File: config.mk
export PLATFORM = sky130hd
export DESIGN_NAME = pure_literal_scan_ctrl
export DESIGN_NICKNAME = d
export VERILOG_FILES = /design/src/rtl/pure_literal_scan_ctrl.sv
export SDC_FILE = /design/constraint.sdc
export NUM_CORES = 1
export LEC_CHECK = 0
export BUFFER_PORTS_ARGS = -buffer_cell sky130_fd_sc_hd__buf_2
export CAP_MARGIN = 5
export CORE_AREA = 10 10 302 304
export DETAILED_ROUTE_END_ITERATION = 6
export DIE_AREA = 0 0 312 314
export PLACE_DENSITY_LB_ADDON = 0.1
export SYNTH_ARGS = -nofsm -noshare
export SYNTH_HDL_FRONTEND = slang
export SYNTH_SLANG_ARGS = --single-unit
File: constraint.sdc
create_clock -name clk -period 10.8 [get_ports clk]
set_input_delay 2.16 -clock clk [delete_from_list [all_inputs] [get_ports clk]]
set_output_delay 2.16 -clock clk [all_outputs]
set_load 0.005 [all_outputs]
File: src/rtl/pure_literal_scan_ctrl.sv
// pure_literal_scan_ctrl
//    Runs one pure-literal scan of a clause database through the 4-lane
//    detection datapath: clears the accumulators, streams ceil(N/4) clause
//    beats from clause memory, lets the datapath pipeline drain, then
//    captures the pure-literal vector and its population count.
//
// Ports
//    clk, reset        clock, synchronous active-high reset
//    start             scan request (only honoured in IDLE)
//    num_clauses       clause count, latched on start
//    base_addr         first beat address, latched on start
//    abort             cancel a scan in CLEAR/FETCH/DRAIN
//    busy, done        status; done is a one-cycle pulse
//    mem_rd_en/addr    clause-memory read port (1-cycle read latency)
//    mem_rd_data       beat: 4 lanes of {mask[2:0], lit2, lit1, lit0}
//    dp_clear          datapath accumulator clear
//    dp_clauses        lane literals to the datapath
//    dp_reduced        lane masks, zeroed for idle cycles and invalid lanes
//    dp_pure_literals  registered pure-literal vector from the datapath
//    result            captured pure-literal vector
//    result_valid      result belongs to a completed scan
//    pure_count        popcount of result
module pure_literal_scan_ctrl #(
   parameter int WIDTH    = 9,
   parameter int OUT_SIZE = 256,
   parameter int ADDR_W   = 10,
   parameter int CNT_W    = 12
) (
   input  logic                             clk,
   input  logic                             reset,
   input  logic                             start,
   input  logic [CNT_W-1:0]                 num_clauses,
   input  logic [ADDR_W-1:0]                base_addr,
   input  logic                             abort,
   output logic                             busy,
   output logic                             done,
   output logic                             mem_rd_en,
   output logic [ADDR_W-1:0]                mem_rd_addr,
   input  logic [4*(3*WIDTH+3)-1:0]         mem_rd_data,
   output logic                             dp_clear,
   output logic [4*3*WIDTH-1:0]             dp_clauses,
   output logic [11:0]                      dp_reduced,
   input  logic [OUT_SIZE-1:0]              dp_pure_literals,
   output logic [OUT_SIZE-1:0]              result,
   output logic                             result_valid,
   output logic [$clog2(OUT_SIZE+1)-1:0]    pure_count
);

   localparam int LIT_W  = 3*WIDTH;
   localparam int LANE_W = 3*WIDTH + 3;
   localparam int PC_W   = $clog2(OUT_SIZE+1);

   typedef enum logic [2:0] {
      S_IDLE,
      S_CLEAR,
      S_FETCH,
      S_DRAIN,
      S_DONE
   } state_t;

   state_t                state_q, state_d;
   logic [CNT_W:0]        beats_q, beats_d;   // beats still to issue
   logic [CNT_W-1:0]      left_q,  left_d;    // clauses not yet issued
   logic [ADDR_W-1:0]     addr_q,  addr_d;
   logic [1:0]            drain_q, drain_d;
   logic [3:0]            lvld_q,  lvld_d;    // lane-valid for the beat arriving this cycle
   logic [OUT_SIZE-1:0]   result_q, result_d;
   logic [PC_W-1:0]       count_q, count_d;
   logic                  rv_q, rv_d;
   logic                  clr;

   function automatic logic [PC_W-1:0] popcount(input logic [OUT_SIZE-1:0] v);
      logic [PC_W-1:0] c;
      c = '0;
      for (int i = 0; i < OUT_SIZE; i++) begin
         c = c + PC_W'(v[i]);
      end
      return c;
   endfunction

   always_ff @(posedge clk) begin
      if (reset) begin
         state_q  <= S_IDLE;
         beats_q  <= '0;
         left_q   <= '0;
         addr_q   <= '0;
         drain_q  <= '0;
         lvld_q   <= '0;
         result_q <= '0;
         count_q  <= '0;
         rv_q     <= 1'b0;
      end else begin
         state_q  <= state_d;
         beats_q  <= beats_d;
         left_q   <= left_d;
         addr_q   <= addr_d;
         drain_q  <= drain_d;
         lvld_q   <= lvld_d;
         result_q <= result_d;
         count_q  <= count_d;
         rv_q     <= rv_d;
      end
   end

   always_comb begin
      state_d   = state_q;
      beats_d   = beats_q;
      left_d    = left_q;
      addr_d    = addr_q;
      drain_d   = drain_q;
      lvld_d    = '0;
      result_d  = result_q;
      count_d   = count_q;
      rv_d      = rv_q;
      busy      = 1'b0;
      done      = 1'b0;
      mem_rd_en = 1'b0;
      clr       = 1'b0;

      case (state_q)
         S_IDLE: begin
            if (start) begin
               // ceil(N/4) on one extra bit so N near 2^CNT_W cannot overflow
               beats_d = ({1'b0, num_clauses} + (CNT_W+1)'(3)) >> 2;
               left_d  = num_clauses;
               addr_d  = base_addr;
               drain_d = '0;
               rv_d    = 1'b0;
               state_d = S_CLEAR;
            end
         end
         S_CLEAR: begin
            busy = 1'b1;
            clr  = 1'b1;
            if (abort)                 state_d = S_IDLE;
            else if (beats_q == '0)    state_d = S_DRAIN;
            else                       state_d = S_FETCH;
         end
         S_FETCH: begin
            busy = 1'b1;
            if (abort) begin
               state_d = S_IDLE;
            end else begin
               mem_rd_en = 1'b1;
               for (int l = 0; l < 4; l++) begin
                  lvld_d[l] = (left_q > CNT_W'(l));
               end
               left_d  = (left_q > CNT_W'(4)) ? left_q - CNT_W'(4) : '0;
               addr_d  = addr_q + ADDR_W'(1);
               beats_d = beats_q - (CNT_W+1)'(1);
               if (beats_q == (CNT_W+1)'(1)) state_d = S_DRAIN;
            end
         end
         S_DRAIN: begin
            busy = 1'b1;
            if (abort) begin
               state_d = S_IDLE;
            end else if (drain_q == 2'd2) begin
               // datapath output now reflects the last beat
               result_d = dp_pure_literals;
               count_d  = popcount(dp_pure_literals);
               rv_d     = 1'b1;
               state_d  = S_DONE;
            end else begin
               drain_d = drain_q + 2'd1;
            end
         end
         S_DONE: begin
            done    = 1'b1;
            state_d = S_IDLE;
         end
         default: state_d = S_IDLE;
      endcase
   end

   // Lane fan-out: literals pass straight through; masks are gated so the
   // accumulators only see valid lanes of a beat that was actually issued.
   always_comb begin
      dp_clauses = '0;
      dp_reduced = '0;
      for (int l = 0; l < 4; l++) begin
         dp_clauses[l*LIT_W +: LIT_W] = mem_rd_data[l*LANE_W +: LIT_W];
         dp_reduced[l*3 +: 3]         = mem_rd_data[l*LANE_W+LIT_W +: 3] & {3{lvld_q[l]}};
      end
   end

   assign dp_clear     = reset | clr;
   assign mem_rd_addr  = addr_q;
   assign result       = result_q;
   assign result_valid = rv_q;
   assign pure_count   = count_q;

endmodule

==> qor.yml <==
grt:
  grt_pass1_vias: 17680
  grt_max_degree: 90
  grt_usage: 0.1660
  overflow: 0
  grt_pass1_wl_um: 121900
  antenna_found_initial: 15
synth:
  synth_top_family_by_area: "adder cells"
  synth-seq-cells: 310
  syn-num-nets: 2998
  synth-adder-area-share: 0.2750
  synthSimpleGateAreaFrac: 0.1464
  synth_edf_count: 0
  yosys_warnings: 0
  seq_area_frac_synth: 0.3163
  synth-xor-area-share: 0.004464
  synth-compound-area-share: 0.1193
  synth_ff_type: "dfxtp_1"
  yosysUniqueCellTypes: 68
  synthCells: 2310
  async_reset_ff_frac: 0
  synth_area_um2: 19620
  synth.mux.area_fraction: 0.0005102
  synth_area_per_cell_um2: 8.493
detailed_routing:
  post-route-drc-count: 0
  dr.first_iter.drc_count: 859
  firstDrtPassIters: 5
  viasPerCell: 4.271
  drtAntennaViolNets: 0
  wl_um: 84410
  wl_per_cell_um: 21.58
  num_vias: 16700
min_path:
  min_from: "result_valid"
  hold_end: "result_valid"
  min_path_cells: 2
  hold_class: "reg -> reg"
setup_path:
  critical_path_arrival_ps: 9820
  rrSetupSlack_ps: 6580
  r2r_end: "result[104]"
  reg2reg_depth: 6
  worstReg2RegStart: "state_q[1]"
  start_kind: "input pin"
  critPathMaxFanout: 4
  setup.worst_path.end_class: "flip-flop"
  required_ps: 11240
  crit_type: "in -> reg"
run_status:
  outcome: "finished, final reports clean"
sta:
  slew_violations: 0
  tightest_slew_ps: 1136
  holdWs_ps: 443.9
  fin_crit_sh: 0.8688
  rsz0062_at_grt: "false"
  hold_viol_final: 0
  finalSetupViolations: 0
  slew_headroom: 0.2426
  fmax_mhz: 106.6
  finalClockSkew_ps: 13.94
  min_period_ps: 9383
  fin_ws_ps: 1417
  tns_ps: 0
clock_network:
  cts_resized: 0
  numCtsBuffers: 42
  cts_max_path_buffers: 3
  clkTransAtPathRegs_ps: 60
  cts_root_buffer: "clkbuf_16"
  cts_tree: "built"
  cts_setup_buffers: 0
  cts_hold_buf: 0
  cts_num_sinks: 310
  clk_latency_ps: 570
  htree_num_levels: 2
cells_and_area:
  area_growth_pct: 23.49
  final_nets: 3421
  drive_gt1_frac: 0.2463
  stdcell_count: 3911
placed_design:
  gp_congestion: 0.8149
  dpl.hpwl_um: 68660
  dp.cells: 3833
  dp_slack_ps: 781.2
  port-buffer-count: 585
floorplan:
  die_x_um: 312
  start_util: 0.2311
  core_um2: 84880
  dieArea_um2: 97970
  num_rows: 107
  num_io_pins: 802
  die_h_um: 314
job:
  cap_violations: 0
per-layer routing:
| layer | share of wire | up-vias | track usage |
|---|---|---|---|
| li1 | - | 7949 | - |
| met1 | 0.41 | 8079 | 0.1979 |
| met2 | 0.49 | 545 | 0.2848 |
| met3 | 0.082 | 108 | 0.06044 |
| met4 | 0.016 | 22 | 0.03165 |
| met5 | 0.0019 | - | 0 |
registers in the layout (all words and copies together), names as in the netlist:
| name | count |
|---|---|
| beats_q | 13 |
| drain_q | 2 |
| left_q | 12 |
| lvld_q | 4 |
| mem_rd_addr | 10 |
| pure_count | 9 |
| result | 256 |
| result_valid | 1 |
| state_q | 3 |
cell type report:
type | instances | area [µm²]
tap | 1144 | 1431
timing repair buffer | 597 | 3028
multi-input combinational | 1394 | 10720
sequential | 310 | 6206
fill | 9404 | 60650
clock inverter | 12 | 100.1
inverter | 388 | 1456
clock buffer | 64 | 1277
antenna | 2 | 5.005
worst max-delay path, cell delays in order:
cell	delay, ps
buf_2	110
fa_1	530
inv_1	60
fa_1	420
fa_1	550
inv_1	80
fa_1	540
inv_1	50
fa_1	480
inv_1	60
fa_1	530
inv_1	80
fa_1	500
inv_1	60
fa_1	490
inv_1	50
fa_1	460
fa_1	530
fa_1	540
inv_1	60
ha_1	310
a211oi_1	400
o21ai_0	160
a2111oi_0	480
nor3_1	110
worst max-delay path by stage:
stage	from	slack, ps	endpoint
after floorplan	dp_pure_literals[197]	1400	pure_count[6]
after global routing	dp_pure_literals[197]	970	pure_count[7]
after CTS	dp_pure_literals[197]	1400	pure_count[7]
final	dp_pure_literals[197]	1420	pure_count[7]
after detailed placement	dp_pure_literals[197]	780	pure_count[7]
after global placement	dp_pure_literals[197]	760	pure_count[6]
cell usage in the layout, fill, tap and decap left out, types with 6 or more instances in the layout:
| cell | instances |
|---|---|
| inv_1 | 387 |
| clkinv_2 | 6 |
| and2_1 | 13 |
| ha_1 | 44 |
| nor4_1 | 13 |
| nor2_1 | 23 |
| clkbuf_1 | 11 |
| nor3_1 | 17 |
| dfxtp_1 | 310 |
| a211oi_1 | 7 |
| a31oi_1 | 8 |
| buf_4 | 12 |
| or3_1 | 12 |
| clkbuf_8 | 8 |
| a21oi_1 | 299 |
| clkbuf_16 | 45 |
| o21ai_0 | 33 |
| fa_1 | 242 |
| nand2_1 | 543 |
| buf_2 | 584 |
| nand3_1 | 17 |
| a221oi_1 | 8 |
cells by family (layout without fill, tap and decap cells):
logic type,after synthesis,after routing
multiplexers,1,1
AO/OA/AOI/OAI,413,413
buffers and inverters,606,1061
XOR/XNOR,10,10
other,0,2
AND/OR/NAND/NOR,684,684
adder cells (fa/ha/maj),286,286
flip-flops,310,310
synthesized netlist by cell type, types with 7 or more instances:
library cell,number,area share
a211oi_1,7,0.0027
a21oi_1,299,0.076
a221oi_1,8,0.0036
a31oi_1,8,0.0026
and2_1,13,0.0041
buf_1,7,0.0013
buf_2,23,0.0059
buf_4,108,0.041
clkbuf_1,80,0.015
dfxtp_1,310,0.32
fa_1,242,0.25
ha_1,44,0.028
inv_1,387,0.074
nand2_1,544,0.10
nand3_1,17,0.0043
nor2_1,23,0.0044
nor3_1,17,0.0043
nor4_1,13,0.0041
o21ai_0,34,0.0087
or3_1,12,0.0038
per-stage QoR:
step / area, µm² / util
after floorplan: 19620 / -
after global placement: 22850 / 0.2692
after detailed placement: 22850 / 0.2692
after CTS: 24220 / 0.2854
after global routing: 24230 / 0.2854
final: 24230 / 0.2854
Power is not shown: default switching activity piles up to over one toggle a cycle in this logic, so the estimate is an artifact.
